<file path="config.mk">
export PLATFORM = sky130hd
export DESIGN_NAME = sdram_write
export DESIGN_NICKNAME = d
export VERILOG_FILES = /design/src/rtl/sdram_pkg.sv /design/src/rtl/sdram_write.sv
export SDC_FILE = /design/constraint.sdc
export NUM_CORES = 1
export LEC_CHECK = 0
export CORE_UTILIZATION = 50
export DETAILED_ROUTE_END_ITERATION = 6
export PLACE_DENSITY = 0.86
export SLEW_MARGIN = 0
export SYNTH_ARGS = -nofsm -noshare
export SYNTH_HDL_FRONTEND = slang
export SYNTH_SLANG_ARGS = --single-unit
</file>
<file path="constraint.sdc">
create_clock -name wr_clk -period 4.3 [get_ports wr_clk]
set_input_delay 0.86 -clock wr_clk [delete_from_list [all_inputs] [get_ports wr_clk]]
set_output_delay 0.86 -clock wr_clk [all_outputs]
set_load 0.1 [all_outputs]
</file>
<file path="src/rtl/sdram_pkg.sv">
// Shared SDRAM command encodings, idle lane values and the write sequencer state type.
package sdram_pkg;

  // {cs_n, ras_n, cas_n, we_n}
  localparam logic [3:0] CMD_NOP          = 4'b0111;
  localparam logic [3:0] CMD_ACTIVE       = 4'b0011;
  localparam logic [3:0] CMD_WRITE        = 4'b0100;
  localparam logic [3:0] CMD_BURST_STOP   = 4'b0110;
  localparam logic [3:0] CMD_PRECHARGE    = 4'b0010;
  localparam logic [3:0] CMD_AUTO_REFRESH = 4'b0001;

  localparam logic [1:0]  IDLE_BANK    = 2'b11;
  localparam logic [12:0] IDLE_ADDR    = 13'h1fff;
  localparam logic [12:0] PRE_ALL_ADDR = 13'h0400;

  typedef enum logic [2:0] {
    W_IDLE, W_ACT, W_TRCD, W_WR, W_BST, W_PRE, W_TRP, W_END
  } wr_state_t;

endpackage

</file>
<file path="src/rtl/sdram_write.sv">
// Single-job SDRAM write sequencer: ACTIVE, WRITE + data burst, BURST STOP, PRECHARGE.
// state  | meaning
// W_IDLE | waiting for a pending job and arbiter grant
// W_ACT  | ACTIVE on latched bank/row
// W_TRCD | tRCD NOP gap
// W_WR   | WRITE on first cycle, FIFO words driven on DQ every cycle
// W_BST  | BURST STOP ends the full-page burst
// W_PRE  | PRECHARGE all banks
// W_TRP  | tRP NOP gap
// W_END  | one-cycle completion pulse
module sdram_write
  import sdram_pkg::*;
#(
  parameter int BURST_LEN = 8,
  parameter int TRCD      = 2,
  parameter int TRP       = 2
) (
  input  logic        wr_clk,
  input  logic        wr_rst,
  input  logic        wr_trig,
  input  logic [1:0]  wr_bank_in,
  input  logic [12:0] wr_row_in,
  input  logic [8:0]  wr_col_in,
  input  logic [15:0] wr_fifo_data,
  input  logic        wr_en,
  output logic        wr_busy,
  output logic        wr_data_ack,
  output logic        wr_req,
  output logic        wr_end,
  output logic [3:0]  wr_sdram_cmd,
  output logic [1:0]  wr_sdram_bank,
  output logic [12:0] wr_sdram_addr,
  output logic        wr_sdram_en,
  output logic [15:0] wr_sdram_data
);

  localparam logic [9:0] TRCD_LAST = 10'(TRCD - 1);
  localparam logic [9:0] BL_LAST   = 10'(BURST_LEN - 1);
  localparam logic [9:0] TRP_LAST  = 10'(TRP - 1);

  wr_state_t   state;
  logic [9:0]  cnt;
  logic        pending;
  logic [1:0]  bank_q;
  logic [12:0] row_q;
  logic [8:0]  col_q;

  assign wr_busy       = pending | (state != W_IDLE);
  assign wr_req        = pending;
  assign wr_data_ack   = wr_sdram_en;
  // Show-ahead FIFO: the head word is already valid in the cycle it is acked.
  assign wr_sdram_data = wr_sdram_en ? wr_fifo_data : 16'h0000;

  always_ff @(posedge wr_clk or posedge wr_rst) begin
    if (wr_rst) begin
      state         <= W_IDLE;
      cnt           <= '0;
      pending       <= 1'b0;
      bank_q        <= '0;
      row_q         <= '0;
      col_q         <= '0;
      wr_end        <= 1'b0;
      wr_sdram_en   <= 1'b0;
      wr_sdram_cmd  <= CMD_NOP;
      wr_sdram_bank <= IDLE_BANK;
      wr_sdram_addr <= IDLE_ADDR;
    end else begin
      wr_sdram_cmd  <= CMD_NOP;
      wr_sdram_bank <= IDLE_BANK;
      wr_sdram_addr <= IDLE_ADDR;
      wr_sdram_en   <= 1'b0;
      wr_end        <= 1'b0;
      cnt           <= cnt + 10'd1;

      if (wr_trig && !wr_busy) begin
        pending <= 1'b1;
        bank_q  <= wr_bank_in;
        row_q   <= wr_row_in;
        col_q   <= wr_col_in;
      end

      case (state)
        W_IDLE: if (wr_en && pending) begin
          pending       <= 1'b0;
          state         <= W_ACT;
          wr_sdram_cmd  <= CMD_ACTIVE;
          wr_sdram_bank <= bank_q;
          wr_sdram_addr <= row_q;
        end
        W_ACT: begin
          state <= W_TRCD;
          cnt   <= '0;
        end
        W_TRCD: if (cnt == TRCD_LAST) begin
          state         <= W_WR;
          cnt           <= '0;
          wr_sdram_cmd  <= CMD_WRITE;
          wr_sdram_bank <= bank_q;
          wr_sdram_addr <= {4'b0000, col_q};
          wr_sdram_en   <= 1'b1;
        end
        W_WR: begin
          if (cnt == BL_LAST) begin
            state        <= W_BST;
            wr_sdram_cmd <= CMD_BURST_STOP;
          end else begin
            wr_sdram_en <= 1'b1;
          end
        end
        W_BST: begin
          state         <= W_PRE;
          wr_sdram_cmd  <= CMD_PRECHARGE;
          wr_sdram_addr <= PRE_ALL_ADDR;
        end
        W_PRE: begin
          state <= W_TRP;
          cnt   <= '0;
        end
        W_TRP: if (cnt == TRP_LAST) begin
          state  <= W_END;
          wr_end <= 1'b1;
        end
        W_END:   state <= W_IDLE;
        default: state <= W_IDLE;
      endcase
    end
  end

endmodule

</file>
Word-level counts from Yosys, hierarchy flattened

Cells that the tools add are included.
Widths: inputs -> output; s select.

Register bits after elaboration: 59
Output and inout bits: 40
Word-level logic and storage cells: 58

Add/subtract/negate cells: 1
Eq/ne operators: 13
Muxes and demuxes: 25
Bitwise logic cells: 1
Reductions and logical operators: 7

Operators with widths:

| cell                  | count |
|---|---|
| $pmux 13 s3           | 1 |
| $mux 13               | 2 |
| $pmux 3 s8            | 1 |
| $pmux 10 s2           | 1 |
| $mux 16               | 1 |
| $mux 3                | 5 |
| $eq 3x3->1 const B    | 4 |
| $pmux 3 s4            | 1 |
| $add 10x1->10 const B | 1 |
| $eq 10x1->1 const B   | 1 |
| $eq 10x3->1 const B   | 1 |
| $mux 10               | 1 |
| $ne 2x2->1 const B    | 4 |
| $mux 1                | 7 |
| $eq 3x2->1 const B    | 2 |
| $mux 2                | 3 |
| $pmux 2 s2            | 1 |
| $reduce_and 4->1      | 1 |
| $eq 3x1->1 const B    | 1 |
| $logic_not 3->1       | 1 |
| $reduce_bool 3->1     | 1 |
| $logic_and 1x1->1     | 2 |
| $pmux 1 s2            | 1 |
| $reduce_or 2->1       | 1 |
| other kinds (2)       | 2 |

Depth between registers and ports, before layout

Word-level depth: 7
Mapped depth: 8
Gate-level depth less buffers: 6

Worst setup path before layout

Ideal clock, no wire load.

Path kind: flip-flop to output port
From: reg wr_sdram_en (netlist: wr_data_ack)
To: out wr_sdram_data[10]
Arrival time: 2.009 ns
Slack: 1.431 ns
Cell stages (with the launch flop): 3
Buffers on the path: 1
Cell sequence: dfrtp_1 -> clkbuf_1 -> and2_1

Word-level cells in the longest chain between the ends: 1

Ends and longest elaborated chain:

| item                   | line               | source |
|---|---|---|
| from (decl)            | sdram_write.sv:33  | `output logic wr_sdram_en,` |
| from (signal assigned) | sdram_write.sv:63  | `wr_sdram_en <= 1'b0;` |
| from (signal assigned) | sdram_write.sv:71  | `wr_sdram_en <= 1'b0;` |
| from (signal assigned) | sdram_write.sv:100 | `wr_sdram_en <= 1'b1;` |
| $mux 16                | sdram_write.sv:52  | `assign wr_sdram_data = wr_sdram_en ? wr_fifo_data : 16'h0000;` |
| to (decl)              | sdram_write.sv:34  | `output logic [15:0] wr_sdram_data` |

Every way passes these cells.

Worst setup path after layout

From: reg wr_sdram_en (netlist: wr_data_ack)
To: out wr_sdram_en

No word-level cell between the ends.

==> impl_metrics.yaml <==
run_status:
  status: "complete, no violations"
synth:
  synth_common_cells: "dfrtp_1 (40), dfstp_2 (18), and2_1 (17)"
  yosysTopAreaCell: "dfrtp_1"
  synth_compound_area_frac: 0.0758
  synthCells: 212
  synth.distinct_cells: 39
  muxShareOfSynthArea: 0.115
  synth_most_common_cell: "dfrtp_1"
  synth-edff-count: 0
  netlist_area_sq_um: 2620
  synth_xor_area_frac: 0.0267
  synth_top_flop_cell: "dfrtp_1"
  synth_area_per_cell_sq_um: 12.4
  synthArstFlopShare: 1.00
  synth_top_family_by_area: "simple AND/OR/NAND/NOR gates"
  synth_fp_nets: 263
  ys_ff_latch: 58
  synth_top_area_share: 0.381
  yosys.area_share.simple: 0.153
  yosysWarnings: 0
  synth-seq-area-share: 0.562
  synth.area.top_cells: "dfrtp_1 (38%), dfstp_2 (18%), mux2_2 (6.0%)"
  synth_fa_ha_area_frac: 0.0334
sta:
  max_slew_margin: 0.333
  finalCriticalPeriod_ns: 2.95
  hold_viol: 0
  finClkSkew_ns: 0.00812
  slew_violations: 0
  tightest_slew_ns: 0.997
  report.final.setup_viol: 0
  rsz0062_at_grt: "false"
  fmax_ghz: 0.339
  setup_slack_ns: 1.35
  final.setup.tns_ns: 0
  holdWs_ns: 0.465
  fin_crit_sh: 0.686
grt:
  use_met3: 0.0745
  grtUsageTotal: 0.209
  globalRouteOverflowTotal: 0
  gr-usage-met1: 0.247
  antenna_found_initial: 0
  grt_pass1_vias: 1796
  top_usage_layer: "met2"
  grt_max_degree: 46
  grt_pass1_wl_mm: 8.35
  use_met2: 0.341
cts:
  hold_buffers: 0
  cts_max_level: 3
  cts-resized-gates: 0
  root_buffer: "clkbuf_8"
  clk_pin_slew_ns: 0.07
  clkLatencyLatePin_ns: 0.33
  cts_setup_buffers: 0
  cts_tree: "built"
  clock_path_buffers: 2
  cts_sinks: 58
  cts_made_buffers: 9
placed_design:
  dp.cells: 356
  pre_cts_slack_ns: 1.68
  gp_congestion: 0.852
  hpwl_mm: 3.91
  portBuffers: 82
final_layout:
  area_growth_pct: 38.7
  fillers: 365
  drive_gt1_frac: 0.238
  diodes: 0
  fin_cells: 372
  nNetsFinal: 348
min_path:
  hold_path_startpoint: "bank_q[1]"
  hold_path_class: "register to register"
  hold_depth: 1
  min_to: "wr_sdram_bank[1]"
die:
  die-height_um: 74.4
  initial_core_util: 0.517
  fp.coreArea_sq_um: 5070
  ios: 84
  die_w_um: 74.4
  rows: 26
  die_area_sq_um: 5540
critical_path:
  critPathMaxFanout: 18
  r2r_slack_ns: 1.83
  crit_family: "buffers and inverters"
  critPathBufInv: 1
  cp_cell_sequence: "clkdlybuf4s50_1"
  crit_path_max_incr_delay_ns: 1.21
  criticalPathCategory: "register to output port"
  r2r_cells: 7
  crit_path_start_kind: "register"
  crit-reg2reg-capture: "row_q[2]"
  arrival_ns: 2.09
  rr_startpoint: "state[1]"
  critPathCaptureType: "output port"
  crit_slowest_cell: "clkdlybuf4s50_1"
  required_ns: 3.44
drt:
  ant_nets: 0
  wire_per_inst_um: 15.0
  first_pass_iters: 4
  remaining_drc_errors: 0
  vias: 1918
  vias_per_cell: 5.16
  wl_mm: 5.56
  drtIter0Drc: 88
run:
  drv_cap: 0
pwr:
  power_leakage_nw: 1.62
  irDropWorstVdd_mv: 0.470
  p_per_area_nw_per_um2: 827
==> power breakdown <==
group | switching [W] | internal, W
registers | 0.000139 | 0.000796
logic | 0.00111 | 0.000474
clock network | 0.000213 | 0.000281
==> logic make-up (layout without fill, tap and decap cells) <==
family | count (synthesis) | after routing
fa+ha+maj | 7 | 7
other cells | 1 | 1
mux | 27 | 27
xor+xnor | 8 | 8
compound gates | 24 | 24
flops | 58 | 58
simple gates | 71 | 71
buf+inv | 16 | 106
==> registers in the layout (all words and copies together) (netlist names) <==
register       count
col_q              9
wr_sdram_bank      2
cnt               10
bank_q             2
state              3
wr_data_ack        1
wr_sdram_cmd       3
row_q             13
wr_sdram_addr     13
wr_req             1
wr_end             1
==> layer usage <==
metal  wire length [um]  vias up
li1                   -      903
met1               2310      923
met2               2690       82
met3                452       10
met4                108        0
met5                  0        -
==> final cells by class <==
| class | instances | area (sq um) | share of cell area |
|---|---|---|---|
| clock buffer | 11 | 141 | 0.0389 |
| clock inverter | 5 | 53.8 | 0.0148 |
| inverter | 5 | 18.8 | 0.00516 |
| multi-input combinational | 138 | 1060 | 0.292 |
| sequential | 58 | 1470 | 0.405 |
| tap | 70 | 87.6 | 0.0241 |
| timing repair buffer | 85 | 801 | 0.220 |
==> cells in the final DEF (no fill, tap or decap), types with 2 or more instances in the layout <==
cell type,count
mux2_2,14
nor2b_1,3
and3_1,3
a221o_1,9
inv_1,4
mux2_1,11
dfrtp_1,40
clkbuf_8,10
mux2i_1,2
nand3_1,6
a21oi_1,3
xor2_1,3
clkdlybuf4s50_1,65
a21o_1,4
dfstp_2,18
nand4_1,3
ha_1,7
buf_4,20
nor2_1,14
and2_1,17
clkinv_2,3
xnor2_1,5
nand2b_1,6
nand2_1,13
==> worst max path at each step <==
stage	from	endpoint	depth (start not counted)
final	wr_data_ack	wr_sdram_en	1
after global routing	wr_data_ack	wr_data_ack	1
after CTS	wr_data_ack	wr_sdram_en	1
after detailed placement	wr_data_ack	wr_sdram_en	1
after global placement	wr_fifo_data[10]	wr_sdram_data[10]	3
after floorplan	wr_data_ack	wr_sdram_data[10]	2
==> through the flow <==
stage / total power, W / area, sq um / util
floorplan: 0.00219 / 2620 / -
global placement: 0.00248 / 3440 / 0.679
detailed placement: 0.00252 / 3440 / 0.679
CTS: 0.00302 / 3640 / 0.717
global route: 0.00316 / 3640 / 0.717
finish: 0.00301 / 3640 / 0.717
No activity file was read; power rests on OpenSTA's default activity.
